--- config.mk ---
export PLATFORM = sky130hd
export DESIGN_NAME = gpio_cfg_serializer_flat
export DESIGN_NICKNAME = d
export VERILOG_FILES = /design/src/rtl/gpio_cfg_serializer_if.sv /design/src/rtl/gpio_cfg_serializer.sv /design/src/flat_wrapper.sv
export SDC_FILE = /design/constraint.sdc
export NUM_CORES = 1
export LEC_CHECK = 0
export ABC_AREA = 1
export ABC_CLOCK_PERIOD_IN_PS = 46300
export BUFFER_PORTS_ARGS = -buffer_cell sky130_fd_sc_hd__buf_2
export CORE_MARGIN = 8
export CORE_UTILIZATION = 40
export DETAILED_ROUTE_END_ITERATION = 10
export GPL_ROUTABILITY_DRIVEN = 1
export PLACE_DENSITY = 0.57
export SYNTH_ARGS = -nofsm -noshare
export SYNTH_HDL_FRONTEND = slang
export SYNTH_SLANG_ARGS = --single-unit
--- constraint.sdc ---
create_clock -name clk -period 46.3 [get_ports clk]
set_input_delay 11.575 -clock clk [delete_from_list [all_inputs] [get_ports clk]]
set_output_delay 11.575 -clock clk [all_outputs]
set_load 0.01 [all_outputs]
--- src/rtl/gpio_cfg_serializer_if.sv ---
// gpio_cfg_serializer_if: register port, transfer handshake and serial chain of the pad config serializer
interface gpio_cfg_serializer_if #(
  parameter int NPADS    = 38,
  parameter int CFG_BITS = 13
);
  localparam int AW = NPADS > 1 ? $clog2(NPADS) : 1;
  logic                cfg_we;
  logic [AW-1:0]       cfg_addr;
  logic [CFG_BITS-1:0] cfg_wdata;
  logic [CFG_BITS-1:0] cfg_rdata;
  logic                cfg_err;
  logic                xfer_start;
  logic                busy;
  logic                done;
  logic                serial_data;
  logic                serial_clock;
  logic                serial_load;
  logic [NPADS-1:0]    in_not_out_o;
  modport master (
    output cfg_we, cfg_addr, cfg_wdata, xfer_start,
    input  cfg_rdata, cfg_err, busy, done, serial_data, serial_clock, serial_load, in_not_out_o
  );
  modport slave (
    input  cfg_we, cfg_addr, cfg_wdata, xfer_start,
    output cfg_rdata, cfg_err, busy, done, serial_data, serial_clock, serial_load, in_not_out_o
  );
endinterface

--- src/rtl/gpio_cfg_serializer.sv ---
// gpio_cfg_serializer: shadows per-pad config words, shifts them out serially and applies OEB bits after load.
// Define GPIO_CFG_AUTO_LOAD_EN to start one transfer automatically on the first edge after reset release.
module gpio_cfg_serializer #(
  parameter int                  NPADS       = 38,
  parameter int                  CFG_BITS    = 13,
  parameter int                  OEB_BIT     = 1,
  parameter logic [CFG_BITS-1:0] DEFAULT_CFG = 13'h0403,
  parameter int                  CLK_DIV     = 2
) (
  input logic                  clk,
  input logic                  rst,
  gpio_cfg_serializer_if.slave bus
);
  localparam int AW = NPADS > 1 ? $clog2(NPADS) : 1;
  localparam int BW = CFG_BITS > 1 ? $clog2(CFG_BITS) : 1;
  localparam int DW = CLK_DIV > 1 ? $clog2(CLK_DIV) : 1;
  localparam logic [AW:0]   NP       = (AW+1)'(NPADS);
  localparam logic [AW-1:0] PAD_LAST = AW'(NPADS - 1);
  localparam logic [BW-1:0] BIT_LAST = BW'(CFG_BITS - 1);
  localparam logic [DW-1:0] DIV_LAST = DW'(CLK_DIV - 1);

  typedef enum logic [2:0] {IDLE, SHIFT_LO, SHIFT_HI, LOAD, DONE} state_t;

  state_t              state_q, state_d;
  logic [AW-1:0]       pad_q, pad_d;
  logic [BW-1:0]       bit_q, bit_d;
  logic [DW-1:0]       div_q, div_d;
  logic [CFG_BITS-1:0] shadow_q [NPADS];
  logic [CFG_BITS-1:0] shadow_d [NPADS];
  logic [NPADS-1:0]    oeb_q, oeb_d;
  logic sdata_q, sdata_d, sclk_q, sclk_d, sload_q, sload_d;
  logic busy_q, busy_d, done_q, done_d, err_q, err_d;
  logic start, addr_ok, wr_ok, phase_end;

`ifdef GPIO_CFG_AUTO_LOAD_EN
  logic auto_q;
  always_ff @(posedge clk or posedge rst)
    if (rst) auto_q <= 1'b1;
    else     auto_q <= 1'b0;
  assign start = bus.xfer_start | auto_q;
`else
  assign start = bus.xfer_start;
`endif

  assign addr_ok   = {1'b0, bus.cfg_addr} < NP;
  assign wr_ok     = bus.cfg_we && addr_ok && state_q == IDLE;
  assign phase_end = div_q == DIV_LAST;

  always_comb begin
    state_d  = state_q;
    pad_d    = pad_q;
    bit_d    = bit_q;
    div_d    = '0;
    shadow_d = shadow_q;
    oeb_d    = oeb_q;
    if (wr_ok) shadow_d[bus.cfg_addr] = bus.cfg_wdata;
    case (state_q)
      IDLE: if (start) begin
        state_d = SHIFT_LO;
        pad_d   = PAD_LAST;
        bit_d   = BIT_LAST;
      end
      SHIFT_LO: begin
        div_d = phase_end ? '0 : div_q + 1'b1;
        if (phase_end) state_d = SHIFT_HI;
      end
      SHIFT_HI: begin
        div_d = phase_end ? '0 : div_q + 1'b1;
        if (phase_end) begin
          state_d = (pad_q == '0 && bit_q == '0) ? LOAD : SHIFT_LO;
          bit_d   = bit_q == '0 ? BIT_LAST : bit_q - 1'b1;
          pad_d   = bit_q == '0 ? pad_q - 1'b1 : pad_q;
        end
      end
      LOAD: begin
        div_d = phase_end ? '0 : div_q + 1'b1;
        if (phase_end) begin
          state_d = DONE;
          for (int i = 0; i < NPADS; i++) oeb_d[i] = shadow_q[i][OEB_BIT];
        end
      end
      default: state_d = IDLE;
    endcase
    // outputs are decoded from the next state so they register in step with state_q
    busy_d  = state_d inside {SHIFT_LO, SHIFT_HI, LOAD};
    done_d  = state_d == DONE;
    sclk_d  = state_d == SHIFT_HI;
    sload_d = state_d == LOAD;
    sdata_d = state_d == SHIFT_LO ? shadow_q[pad_d][bit_d] : state_d == SHIFT_HI ? sdata_q : 1'b0;
    err_d   = bus.cfg_we && !wr_ok;
  end

  always_ff @(posedge clk or posedge rst)
    if (rst) begin
      state_q  <= IDLE;
      pad_q    <= '0;
      bit_q    <= '0;
      div_q    <= '0;
      shadow_q <= '{default: DEFAULT_CFG};
      oeb_q    <= {NPADS{DEFAULT_CFG[OEB_BIT]}};
      sdata_q  <= 1'b0;
      sclk_q   <= 1'b0;
      sload_q  <= 1'b0;
      busy_q   <= 1'b0;
      done_q   <= 1'b0;
      err_q    <= 1'b0;
    end else begin
      state_q  <= state_d;
      pad_q    <= pad_d;
      bit_q    <= bit_d;
      div_q    <= div_d;
      shadow_q <= shadow_d;
      oeb_q    <= oeb_d;
      sdata_q  <= sdata_d;
      sclk_q   <= sclk_d;
      sload_q  <= sload_d;
      busy_q   <= busy_d;
      done_q   <= done_d;
      err_q    <= err_d;
    end

  assign bus.cfg_rdata    = addr_ok ? shadow_q[bus.cfg_addr] : '0;
  assign bus.cfg_err      = err_q;
  assign bus.busy         = busy_q;
  assign bus.done         = done_q;
  assign bus.serial_data  = sdata_q;
  assign bus.serial_clock = sclk_q;
  assign bus.serial_load  = sload_q;
  assign bus.in_not_out_o = oeb_q;
endmodule
--- src/flat_wrapper.sv ---
// flat-port wrapper written by rule: the top's interface ports become plain ports
module gpio_cfg_serializer_flat 
#(
  parameter int                  NPADS       = 38,
  parameter int                  CFG_BITS    = 13,
  parameter int                  OEB_BIT     = 1,
  parameter logic [CFG_BITS-1:0] DEFAULT_CFG = 13'h0403,
  parameter int                  CLK_DIV     = 2
)
  (clk, rst, bus_cfg_we, bus_cfg_addr, bus_cfg_wdata, bus_xfer_start, bus_cfg_rdata, bus_cfg_err, bus_busy, bus_done, bus_serial_data, bus_serial_clock, bus_serial_load, bus_in_not_out_o);
  gpio_cfg_serializer_if #(.NPADS(NPADS), .CFG_BITS(CFG_BITS)) bus_i ();
  input logic clk;
  input logic rst;
  input wire logic [$bits(bus_i.cfg_we)-1:0] bus_cfg_we;
  input wire logic [$bits(bus_i.cfg_addr)-1:0] bus_cfg_addr;
  input wire logic [$bits(bus_i.cfg_wdata)-1:0] bus_cfg_wdata;
  input wire logic [$bits(bus_i.xfer_start)-1:0] bus_xfer_start;
  output wire logic [$bits(bus_i.cfg_rdata)-1:0] bus_cfg_rdata;
  output wire logic [$bits(bus_i.cfg_err)-1:0] bus_cfg_err;
  output wire logic [$bits(bus_i.busy)-1:0] bus_busy;
  output wire logic [$bits(bus_i.done)-1:0] bus_done;
  output wire logic [$bits(bus_i.serial_data)-1:0] bus_serial_data;
  output wire logic [$bits(bus_i.serial_clock)-1:0] bus_serial_clock;
  output wire logic [$bits(bus_i.serial_load)-1:0] bus_serial_load;
  output wire logic [$bits(bus_i.in_not_out_o)-1:0] bus_in_not_out_o;
  assign bus_i.cfg_we = bus_cfg_we;
  assign bus_i.cfg_addr = bus_cfg_addr;
  assign bus_i.cfg_wdata = bus_cfg_wdata;
  assign bus_i.xfer_start = bus_xfer_start;
  assign bus_cfg_rdata = bus_i.cfg_rdata;
  assign bus_cfg_err = bus_i.cfg_err;
  assign bus_busy = bus_i.busy;
  assign bus_done = bus_i.done;
  assign bus_serial_data = bus_i.serial_data;
  assign bus_serial_clock = bus_i.serial_clock;
  assign bus_serial_load = bus_i.serial_load;
  assign bus_in_not_out_o = bus_i.in_not_out_o;
  gpio_cfg_serializer #(.NPADS(NPADS), .CFG_BITS(CFG_BITS), .OEB_BIT(OEB_BIT), .DEFAULT_CFG(DEFAULT_CFG), .CLK_DIV(CLK_DIV)) u_core (.clk(clk), .rst(rst), .bus(bus_i));
endmodule
==> impl_summary.md <==
Layout
For this run, the post-layout net count is 3626. Cells with a size suffix above 1 make up between 10% and 20% of the layout. Once layout is complete, the utilization of the core stands at roughly 45%. The layout overhead on the synthesized area is 11.3%. Fill cells in the final layout number about 7200.

Clock network
TritonCTS created 66 clock buffers. CTS placed an instance of clkbuf_16 at the clock tree root. Once the clock tree was built, the setup fixing pass inserted 0 buffers. The post-cts resize count is 0. Clock latency on the worst-skew pair, taken at its later pin, is approximately 0.61 ns.

The number of buffers on the longest clock path is 3. After clock tree synthesis, the clock-pin slew on the worst setup and hold paths is 0.06 ns. TritonCTS built the clock tree. The clock sink count is 552.

The number of H-tree levels is 3. After clock tree synthesis, the flow added hold-fix buffers numbering 0.

Critical path
The maximum fanout encountered on the critical timing path is 52. The worst path required time is 34.72 ns. The worst setup path is captured at an output port. At the worst endpoint, the arrival time is about 15 ns. Setup slack on the worst reg-to-reg path comes out at just over 40 ns. STA classifies the critical path startpoint as an input port. The setup path with the least slack is of type input port to output port.

Power
Combinational logic burns 25.2% of the power. The cell internal power dissipation is 1.01 mW. The power dissipated by switching net loads is between 0.5 and 0.6 mW. The sequential share of power is 38.5%. The power per cell area is a little under 50 nW/um^2. The switching fraction of total power is a little over a third. The clock network is responsible for between 30% and 40% of the overall power. The worst IR drop on VDD is 45.0 uV. The leakage power is ~13 nW.

Synthesis
The synthesized area per cell is ~7.7 sq um. Of the synthesized area, sequential elements account for 48.9%. By area the synthesized netlist is led by dfrtp_1 (35%), nand2_1 (15%), dfstp_2 (14%). After synthesis, the share of flip-flops with an asynchronous set or reset is 100%.

The number of synthesized flops with an enable pin is 0. Counting flops and latches in the post-synthesis netlist gives 552. The mapped cell area is ~29000 sq um. Counting every instance in the synthesized netlist gives 3703. After synthesis, the largest area contributor takes up a little over a third of total cell area. The Yosys step of the flow raised 0 warnings.

In this run, distinct cell masters in the synthesized netlist total 46. The cell taking the most area after synthesis is dfrtp_1. The net count after synthesis is about 3700. For this run, the leading register cell type out of synthesis is dfrtp_1.

Global route
The via count of the first global-routing pass is roughly 25000. The first global-routing pass estimated 167000 microns of wire. Entering global routing, the biggest net connects 136 pins. The leftover overflow at the end of global routing is 0.

The number of antenna violations at the first check in global routing is 6. The global routing usage summed across all routing layers is roughly 27%.

STA
Static timing analysis puts the maximum clock frequency at 37.2 MHz. The shortest period the worst path allows is 26.90 ns. The final setup skew is 0.0221 ns. The post-route clock period utilization is between 50% and 60%.

The final-report hold violation count is 0. The sum of negative setup slack is 0 ns. Setup violations remaining at the end of the flow were counted as 0. The transition time at the pin with the least slew margin is between 1 and 1.5 ns. Measured against its own limit, the worst slew margin works out to roughly 22%. The count of pins over their slew limit is 0.

Setup repair after global routing left no endpoint under its margin.

Min path
The tightest min-delay check is of the flop to flop type.

Drt
In the routed layout, each cell is associated on average with a via count of 5.87. The count of routing violations after the opening detailed-route iteration is 3791. In the routed design, unresolved DRC markers number 0. The number of optimization iterations in the first detailed-route pass is 9. The count of nets left with antenna violations once routing finished came out at 0.

After detailed routing, the average wire length per cell comes to between 20 and 25 microns. The routed design has roughly 110000 microns of wire. The number of vias in the routed layout is about 27000.

Floorplanning
The total die area is approximately 80000 sq um. The effective utilization at floorplan is 40.2%. The chip width is around 280 microns. The height of the die is about 280 microns. The floorplan has between 90 and 100 rows. The core area is between 70000 and 80000 sq um. For this design the top-level I/O count stands at 80.

Run status
The flow ran to the end, and the final reports show no timing, DRC or antenna violations.

Flow run
The tool flagged a number of max-cap violations equal to 0.

Placed design
The global placer's final weighted congestion is 0.897. Summed over all nets, the half-perimeter wirelength after detailed placement is about 66000 microns. The count of port buffers added during placement is ~80.
worst paths after layout:
path / startpoint / depth (start not counted) / end
worst max-delay path: bus_cfg_addr[1] / 11 / bus_cfg_rdata[1]
min in group asynchronous: rst / 2 / u_core.shadow_q[187]
worst max register to register: u_core.state_q[1] / 19 / u_core.bus.serial_data
worst min register to register: u_core.bus.in_not_out_o[11] / 2 / u_core.bus.in_not_out_o[11]
max in group asynchronous: rst / 5 / u_core.bus.busy
worst min-delay path: u_core.bus.in_not_out_o[11] / 2 / u_core.bus.in_not_out_o[11]
registers in the layout (all words and copies together), names as in the netlist:
name                     flops
u_core.bus.done              1
u_core.bit_q                 4
u_core.bus.serial_data       1
u_core.bus.serial_load       1
u_core.pad_q                 6
u_core.bus.serial_clock      1
u_core.shadow_q            494
u_core.bus.in_not_out_o     38
u_core.div_q                 1
u_core.bus.busy              1
u_core.bus.cfg_err           1
u_core.state_q               3
power groups by stage:
stage	Sequential (mW)	Combinational [mW]	Clock (mW)
2_1_floorplan	0.601	0.276	0
5_1_grt	0.613	0.434	0.596
3_5_place_dp	0.612	0.387	0
3_3_place_gp	0.612	0.383	0
6_report	0.607	0.396	0.571
4_1_cts	0.605	0.388	0.578
cell families (layout without fill, tap and decap cells):
family | after synthesis | count (layout) | share of synthesized area (%)
flip-flops | 552 | 552 | 48.9
other | 0 | 2 | 0
AO/OA/AOI/OAI | 893 | 893 | 18.1
buffers and inverters | 535 | 486 | 7.46
XOR/XNOR | 3 | 3 | 0.0919
adder cells (fa/ha/maj) | 2 | 2 | 0.0874
AND/OR/NAND/NOR | 1718 | 1718 | 25.3
cells in the final DEF, fill, tap and decap left out, drive strengths merged, types with 3 or more instances in the layout:
| cell type | Yosys | final |
|---|---|---|
| buf | 96 | 130 |
| nand3 | 480 | 480 |
| a22o | 21 | 21 |
| a22oi | 63 | 63 |
| o2bb2ai | 7 | 7 |
| nor2 | 72 | 72 |
| xor2 | 3 | 3 |
| o2111ai | 15 | 15 |
| dfrtp | 400 | 400 |
| clkbuf | 204 | 96 |
| a21oi | 44 | 44 |
| nand2 | 1113 | 1113 |
| o22ai | 52 | 52 |
| nand4 | 35 | 35 |
| clkinv | 2 | 16 |
| dfstp | 152 | 152 |
| bufinv | 0 | 9 |
| o211ai | 37 | 37 |
| a221oi | 47 | 47 |
| inv | 233 | 234 |
| o21ai | 590 | 590 |
| o221ai | 3 | 3 |
| o31ai | 9 | 9 |
| nor3 | 10 | 10 |
Yosys cell counts, types with 2 or more instances:
| master | count |
|---|---|
| a21oi_1 | 44 |
| a221oi_1 | 47 |
| a22o_1 | 21 |
| a22oi_1 | 63 |
| buf_1 | 13 |
| buf_2 | 75 |
| buf_4 | 7 |
| clkbuf_1 | 204 |
| clkinv_1 | 2 |
| dfrtp_1 | 400 |
| dfstp_2 | 152 |
| ha_1 | 2 |
| inv_1 | 225 |
| inv_2 | 8 |
| nand2_1 | 1109 |
| nand2_2 | 4 |
| nand3_1 | 477 |
| nand3_2 | 3 |
| nand3b_1 | 2 |
| nand4_1 | 35 |
| nor2_1 | 68 |
| nor2_2 | 3 |
| nor3_1 | 5 |
| nor3_2 | 5 |
| o2111ai_1 | 15 |
| o211ai_1 | 37 |
| o21ai_0 | 557 |
| o21ai_1 | 33 |
| o221ai_1 | 3 |
| o22ai_1 | 51 |
| o2bb2ai_1 | 7 |
| o31ai_1 | 9 |
| o41ai_1 | 2 |
| xor2_1 | 3 |
worst max-delay path: stages:
cell	delay (ns)
buf_2	0.21
inv_1	0.12
nor3_2	0.11
buf_4	0.76
clkinv_1	1.07
o2111ai_1	0.52
inv_1	0.12
o22ai_1	0.39
inv_1	0.09
nand4_1	0.12
buf_2	0.15
metrics by stage:
step / power, mW / setup slack, ns / cells / hold slack (ns) / area [sq um]
finish: 1.57 / 19.40 / 4606 / 0.460 / 31800
global route: 1.64 / 19.27 / 4604 / 0.473 / 31800
CTS: 1.57 / 19.57 / 4604 / 0.462 / 31800
detailed placement: 0.999 / 19.59 / 4483 / 0.453 / 29500
global placement: 0.995 / 19.64 / 4483 / 0.450 / 29500
floorplan: 0.877 / 19.54 / 3703 / 0.453 / 28600
layout make-up:
type / instances / area (sq um) / area share (%)
clock inverters: 25 / 364 / 1.14
diodes: 2 / 5.00 / 0.0157
multi-input cells: 2616 / 12600 / 39.6
well taps: 950 / 1190 / 3.73
clock buffers: 96 / 2010 / 6.32
inverters: 235 / 892 / 2.80
flip-flops and latches: 552 / 14000 / 44.0
repair buffers: 130 / 778 / 2.44
routing by layer:
metal	vias up	global-route usage, %	wire length [microns]
met5	-	0	11
met4	2	11.0	4600
met3	256	5.03	10200
met2	1472	41.3	49200
met1	13000	37.3	47100
li1	12300	-	-
Note: power is estimated with default switching activity, not from simulation.
